## src/rtl/serial_sender.sv

```systemverilog
`default_nettype none
// ---------------------------------------------------------------------------
// serial_sender : byte FIFO feeding an 8N1 transmitter with per-frame baud.
// Rev 1.0
// ---------------------------------------------------------------------------
module serial_sender #(
  parameter int DEPTH = 4
) (
  input  logic                     i_clk,
  input  logic                     i_rst,
  input  logic [7:0]               i_D,
  input  logic                     i_write,
  input  logic [15:0]              i_baud,
  output logic                     o_full,
  output logic [$clog2(DEPTH):0]   o_level,
  output logic                     o_busy,
  output logic                     o_overflow,
  output logic                     o_tx
);

  localparam int AW = $clog2(DEPTH);
  localparam logic [AW:0]   LVL_ONE  = 1;
  localparam logic [AW:0]   LVL_FULL = (AW + 1)'(DEPTH);
  localparam logic [AW-1:0] PTR_ONE  = 1;

  typedef enum logic [1:0] {IDLE = 2'd0, START = 2'd1, DATA = 2'd2, STOP = 2'd3} state_t;

  state_t        state_q;
  logic [7:0]    mem_q [DEPTH];
  logic [AW-1:0] wr_ptr_q, rd_ptr_q;
  logic [AW:0]   level_q, level_d;
  logic          full_q, ovf_q, tx_q;
  logic [7:0]    shift_q;
  logic [15:0]   period_q, cnt_q, baud_eff;
  logic [2:0]    bit_q;
  logic          wr_acc, pop, bit_end;

  // A write is judged against the registered full flag, so a same-cycle pop cannot rescue it.
  assign wr_acc   = i_write & ~full_q;
  assign bit_end  = (cnt_q == 16'd0);
  assign pop      = (level_q != '0) && ((state_q == IDLE) || ((state_q == STOP) && bit_end));
  assign baud_eff = (i_baud == 16'd0) ? 16'd1 : i_baud;

  always_comb begin
    level_d = level_q;
    case ({wr_acc, pop})
      2'b10:   level_d = level_q + LVL_ONE;
      2'b01:   level_d = level_q - LVL_ONE;
      default: level_d = level_q;
    endcase
  end

  always_ff @(posedge i_clk) begin
    if (wr_acc) mem_q[wr_ptr_q] <= i_D;
  end

  always_ff @(posedge i_clk or negedge i_rst) begin
    if (!i_rst) begin
      wr_ptr_q <= '0;
      rd_ptr_q <= '0;
      level_q  <= '0;
      full_q   <= 1'b0;
      ovf_q    <= 1'b0;
    end else begin
      if (wr_acc) wr_ptr_q <= wr_ptr_q + PTR_ONE;
      if (pop)    rd_ptr_q <= rd_ptr_q + PTR_ONE;
      level_q <= level_d;
      full_q  <= (level_d == LVL_FULL);
      ovf_q   <= i_write & full_q;
    end
  end

  // The line register follows the state of the previous cycle, keeping every
  // bit exactly one period long while staying glitch-free.
  always_ff @(posedge i_clk or negedge i_rst) begin
    if (!i_rst) begin
      state_q  <= IDLE;
      shift_q  <= 8'd0;
      period_q <= 16'd0;
      cnt_q    <= 16'd0;
      bit_q    <= 3'd0;
      tx_q     <= 1'b1;
    end else begin
      case (state_q)
        IDLE: begin
          if (pop) begin
            shift_q  <= mem_q[rd_ptr_q];
            period_q <= baud_eff;
            cnt_q    <= baud_eff - 16'd1;
            bit_q    <= 3'd0;
            state_q  <= START;
          end
        end
        START: begin
          if (bit_end) begin
            cnt_q   <= period_q - 16'd1;
            state_q <= DATA;
          end else begin
            cnt_q <= cnt_q - 16'd1;
          end
        end
        DATA: begin
          if (bit_end) begin
            cnt_q   <= period_q - 16'd1;
            shift_q <= {1'b0, shift_q[7:1]};
            bit_q   <= bit_q + 3'd1;
            if (bit_q == 3'd7) state_q <= STOP;
          end else begin
            cnt_q <= cnt_q - 16'd1;
          end
        end
        STOP: begin
          if (bit_end) begin
            if (pop) begin
              shift_q  <= mem_q[rd_ptr_q];
              period_q <= baud_eff;
              cnt_q    <= baud_eff - 16'd1;
              bit_q    <= 3'd0;
              state_q  <= START;
            end else begin
              state_q <= IDLE;
            end
          end else begin
            cnt_q <= cnt_q - 16'd1;
          end
        end
        default: state_q <= IDLE;
      endcase

      case (state_q)
        START:   tx_q <= 1'b0;
        DATA:    tx_q <= shift_q[0];
        default: tx_q <= 1'b1;
      endcase
    end
  end

  assign o_full     = full_q;
  assign o_level    = level_q;
  assign o_busy     = (state_q != IDLE);
  assign o_overflow = ovf_q;
  assign o_tx       = tx_q;

endmodule
`default_nettype wire

```

## config.mk

```make
export PLATFORM = sky130hd
export DESIGN_NAME = serial_sender
export DESIGN_NICKNAME = d
export VERILOG_FILES = /design/src/rtl/serial_sender.sv
export SDC_FILE = /design/constraint.sdc
export NUM_CORES = 1
export LEC_CHECK = 0
export CAP_MARGIN = 20
export CORE_ASPECT_RATIO = 0.8
export CORE_UTILIZATION = 45
export DETAILED_ROUTE_END_ITERATION = 7
export SYNTH_ARGS = -nofsm -noshare
export SYNTH_HDL_FRONTEND = slang
export SYNTH_SLANG_ARGS = --single-unit
```

## constraint.sdc

```tcl
create_clock -name i_clk -period 6.71 [get_ports i_clk]
set_input_delay 1.0065 -clock i_clk [delete_from_list [all_inputs] [get_ports i_clk]]
set_output_delay 1.0065 -clock i_clk [all_outputs]
set_load 0.02 [all_outputs]
```

==> results.sh <==
export IMPL_die_w_um=118.0
export IMPL_cpMostUsedCell="xor2_1"
export IMPL_io_pins=34
export IMPL_root_buffer="clkbuf_16"
export IMPL_netlist_area_mm2=0.004845
export IMPL_antenna_found_initial=0
export IMPL_drive_gt1_frac=0.1121
export IMPL_synth_warnings=0
export IMPL_hold_buffers=0
export IMPL_place_congestion=0.8099
export IMPL_crit_arrival_ns=4.29
export IMPL_clock_skew_ns=0.006211
export IMPL_drtPass1Iterations=5
export IMPL_core_region_area_mm2=0.01036
export IMPL_yosys_area_top_type="dfrtp_1"
export IMPL_p_comb_frac=0.453
export IMPL_critPathCaptureType="flip-flop"
export IMPL_dieHeight_um=94.81
export IMPL_io_buffers=33
export IMPL_syn_nets=485
export IMPL_rows=33
export IMPL_fin_crit_ns=4.024
export IMPL_grt_pass1_wl_um=17280
export IMPL_max_cap_violations=0
export IMPL_synth_edf_count=32
export IMPL_slew_headroom=0.3326
export IMPL_htreeDepth=3
export IMPL_finalMaxSlewViolations=0
export IMPL_required_ns=6.97
export IMPL_synthArstFlopShare=0.6322
export IMPL_diodes=0
export IMPL_worstPathCellList="or4_4 -> or4b_4 -> o31a_1 -> clkinv_2 -> ha_1 -> inv_1 -> fa_1 -> xor2_1 -> nor2_1 -> xor2_1 -> nor3b_1"
export IMPL_cts_clk_slew_worst_paths_ns=0.07
export IMPL_finalSetupViolCount=0
export IMPL_yosys_top_cells_area="dfrtp_1, edfxtp_1, mux2_2"
export IMPL_cts_repair_resized=0
export IMPL_rsz0062_at_grt="false"
export IMPL_swShare=0.4022
export IMPL_seq_power_share=0.348
export IMPL_setup_tns_ns=0
export IMPL_dieArea_mm2=0.01119
export IMPL_crit_fanout=20
export IMPL_drc=0
export IMPL_numPlacedInstances=597
export IMPL_cts_tree="done"
export IMPL_dp_final_hpwl_um=7526
export IMPL_clock_fmax_mhz=248.5
export IMPL_powerDensity_mw_per_mm2=476.8
export IMPL_reg2reg_setup_slack_ns=2.69
export IMPL_clockPowerShare=0.200
export IMPL_syn2layout_area_growth_pct=15.03
export IMPL_first_iter_violations=266
export IMPL_synth_most_common_cell="dfrtp_1"
export IMPL_synth_seq_cells=87
export IMPL_p_leak_nw=2.170
export IMPL_via_per_inst=5.548
export IMPL_initial_core_util=0.4675
export IMPL_cts_sinks=87
export IMPL_final_cells=613
export IMPL_dr_total_vias=3401
export IMPL_post_cts_buffers=0
export IMPL_cts_buffer_depth=2
export IMPL_post_route_period_util=0.5996
export IMPL_cp_slowest_cell="or4_4"
export IMPL_tightestPinTransition_ns=1.001
export IMPL_whs_ns=0.5099
export IMPL_layout_nets=513
export IMPL_min_path_type="flip-flop to flip-flop"
export IMPL_hold_viol_final=0
export IMPL_fillers=904
export IMPL_yosysSeqAreaShare=0.4827
export IMPL_insertion_delay_ns=0.35
export IMPL_p_int_w=0.001588
export IMPL_avgSynthCellArea_um2=11.01
export IMPL_synthFlopType="dfrtp_1"
export IMPL_synthTopCellsByCount="dfrtp_1, nor2_1, edfxtp_1"
export IMPL_cpPeakStageDelay_ns=0.59
export IMPL_synth_top_area_share=0.2789
export IMPL_startpoint_type="flip-flop"
export IMPL_cts_buffers=9
export IMPL_grt_ovfl_total=0
export IMPL_first_global_vias=3315
export IMPL_grt_max_degree=56
export IMPL_status="complete, no violations"
export IMPL_critical_path_class="flip-flop to flip-flop"
export IMPL_grt_usage=0.2049
export IMPL_p_sw_w=0.001069
export IMPL_wl_per_cell_um=17.03
export IMPL_syn_inst=440
export IMPL_synth_distinct_cells=59
export IMPL_ant_nets=0
export IMPL_drt_wl_total_um=10440
export IMPL_peakVddDrop_mv=0.1882
==> sequential cells by signal (all words and copies together), names as in the netlist <==
name	count
bit_q	3
cnt_q	16
mem_q	32
o_full	1
o_level	3
o_overflow	1
o_tx	1
period_q	16
rd_ptr_q	2
shift_q	8
state_q	2
wr_ptr_q	2
==> per-stage QoR <==
step | setup WS (ns) | total power, W | instance area (um2) | util
3_5_place_dp | 2.355 | 0.002132 | 5260 | 0.5075
5_1_grt | 2.367 | 0.002865 | 5573 | 0.5377
3_3_place_gp | 2.566 | 0.002111 | 5260 | 0.5075
4_1_cts | 2.695 | 0.002675 | 5573 | 0.5377
2_1_floorplan | 3.395 | 0.001842 | 4845 | -
6_report | 2.686 | 0.002657 | 5573 | 0.5377
==> power groups by stage <==
| stage | registers [W] | clock network [W] | logic, W |
|---|---|---|---|
| final | 0.000924 | 0.000530 | 0.00120 |
| after global routing | 0.000957 | 0.000562 | 0.00135 |
| after CTS | 0.000925 | 0.000545 | 0.00121 |
| after detailed placement | 0.000935 | 0 | 0.00120 |
| after global placement | 0.000929 | 0 | 0.00118 |
| after floorplan | 0.000883 | 0 | 0.000960 |
==> final timing paths <==
path / startpoint / endpoint / depth (start not counted)
max reg2reg: cnt_q[10]$_DFF_PN0_ / o_full$_DFF_PN0_ / 11
min: shift_q[6]$_DFFE_PN0P_ / shift_q[6]$_DFFE_PN0P_ / 1
min in group asynchronous: i_rst / o_overflow$_DFF_PN0_ / 2
min reg2reg: shift_q[6]$_DFFE_PN0P_ / shift_q[6]$_DFFE_PN0P_ / 1
max: cnt_q[10]$_DFF_PN0_ / o_full$_DFF_PN0_ / 11
max in group asynchronous: i_rst / period_q[11]$_DFFE_PN0P_ / 2
==> routing by layer <==
layer | share of wire | vias up | global-route usage
met5 | 0 | - | 0
met2 | 0.42 | 96 | 0.2931
met1 | 0.51 | 1630 | 0.2991
li1 | - | 1661 | -
met4 | 0.016 | 0 | 0.07051
met3 | 0.057 | 14 | 0.05254
==> layout make-up <==
cell class	count	area, um2	share of cell area
multi-input combinational	313	2322	0.4167
clock inverter	7	87.58	0.01572
inverter	22	83.83	0.01504
timing repair buffer	35	340.3	0.06107
tap	140	175.2	0.03143
sequential	87	2338	0.4196
clock buffer	9	225.2	0.04041
==> cells by family (layout without fill, tap and decap cells) <==
family / after synthesis / in the layout / synth area share
and+or+nand+nor: 140 / 140 / 0.1462
DFF: 87 / 87 / 0.4827
AOI/OAI and AO/OA: 73 / 73 / 0.09737
muxes: 46 / 46 / 0.1227
buffers and inverters: 40 / 73 / 0.03796
xor gates and xnor gates: 36 / 36 / 0.06508
adders and majority gates: 18 / 18 / 0.04804
==> critical path: cells and delay by family (launching register included) <==
kind / cells / cell delay [ns]
simple gates: 4 / 1.49
fa+ha+maj: 2 / 0.62
compound gates: 1 / 0.59
flops: 1 / 0.46
buf+inv: 2 / 0.43
xor+xnor: 2 / 0.33
==> cells in the final DEF (no fill, tap or decap), drive strengths merged, types with 5 or more instances in the layout <==
master,synthesis,routed
a21oi,24,24
nand3,12,12
ha,17,17
clkbuf,11,9
o21ai,13,13
and2,5,5
nand2,26,26
or3,6,6
xor2,19,19
o221ai,5,5
dfrtp,54,54
nor3,17,17
edfxtp,32,32
inv,21,26
clkdlybuf4s50,0,32
mux4,8,8
mux2,27,27
or4,5,5
nor2,46,46
o22ai,6,6
mux2i,11,11
nor4,7,7
xnor2,17,17
No activity file was read; power rests on OpenSTA's default activity.
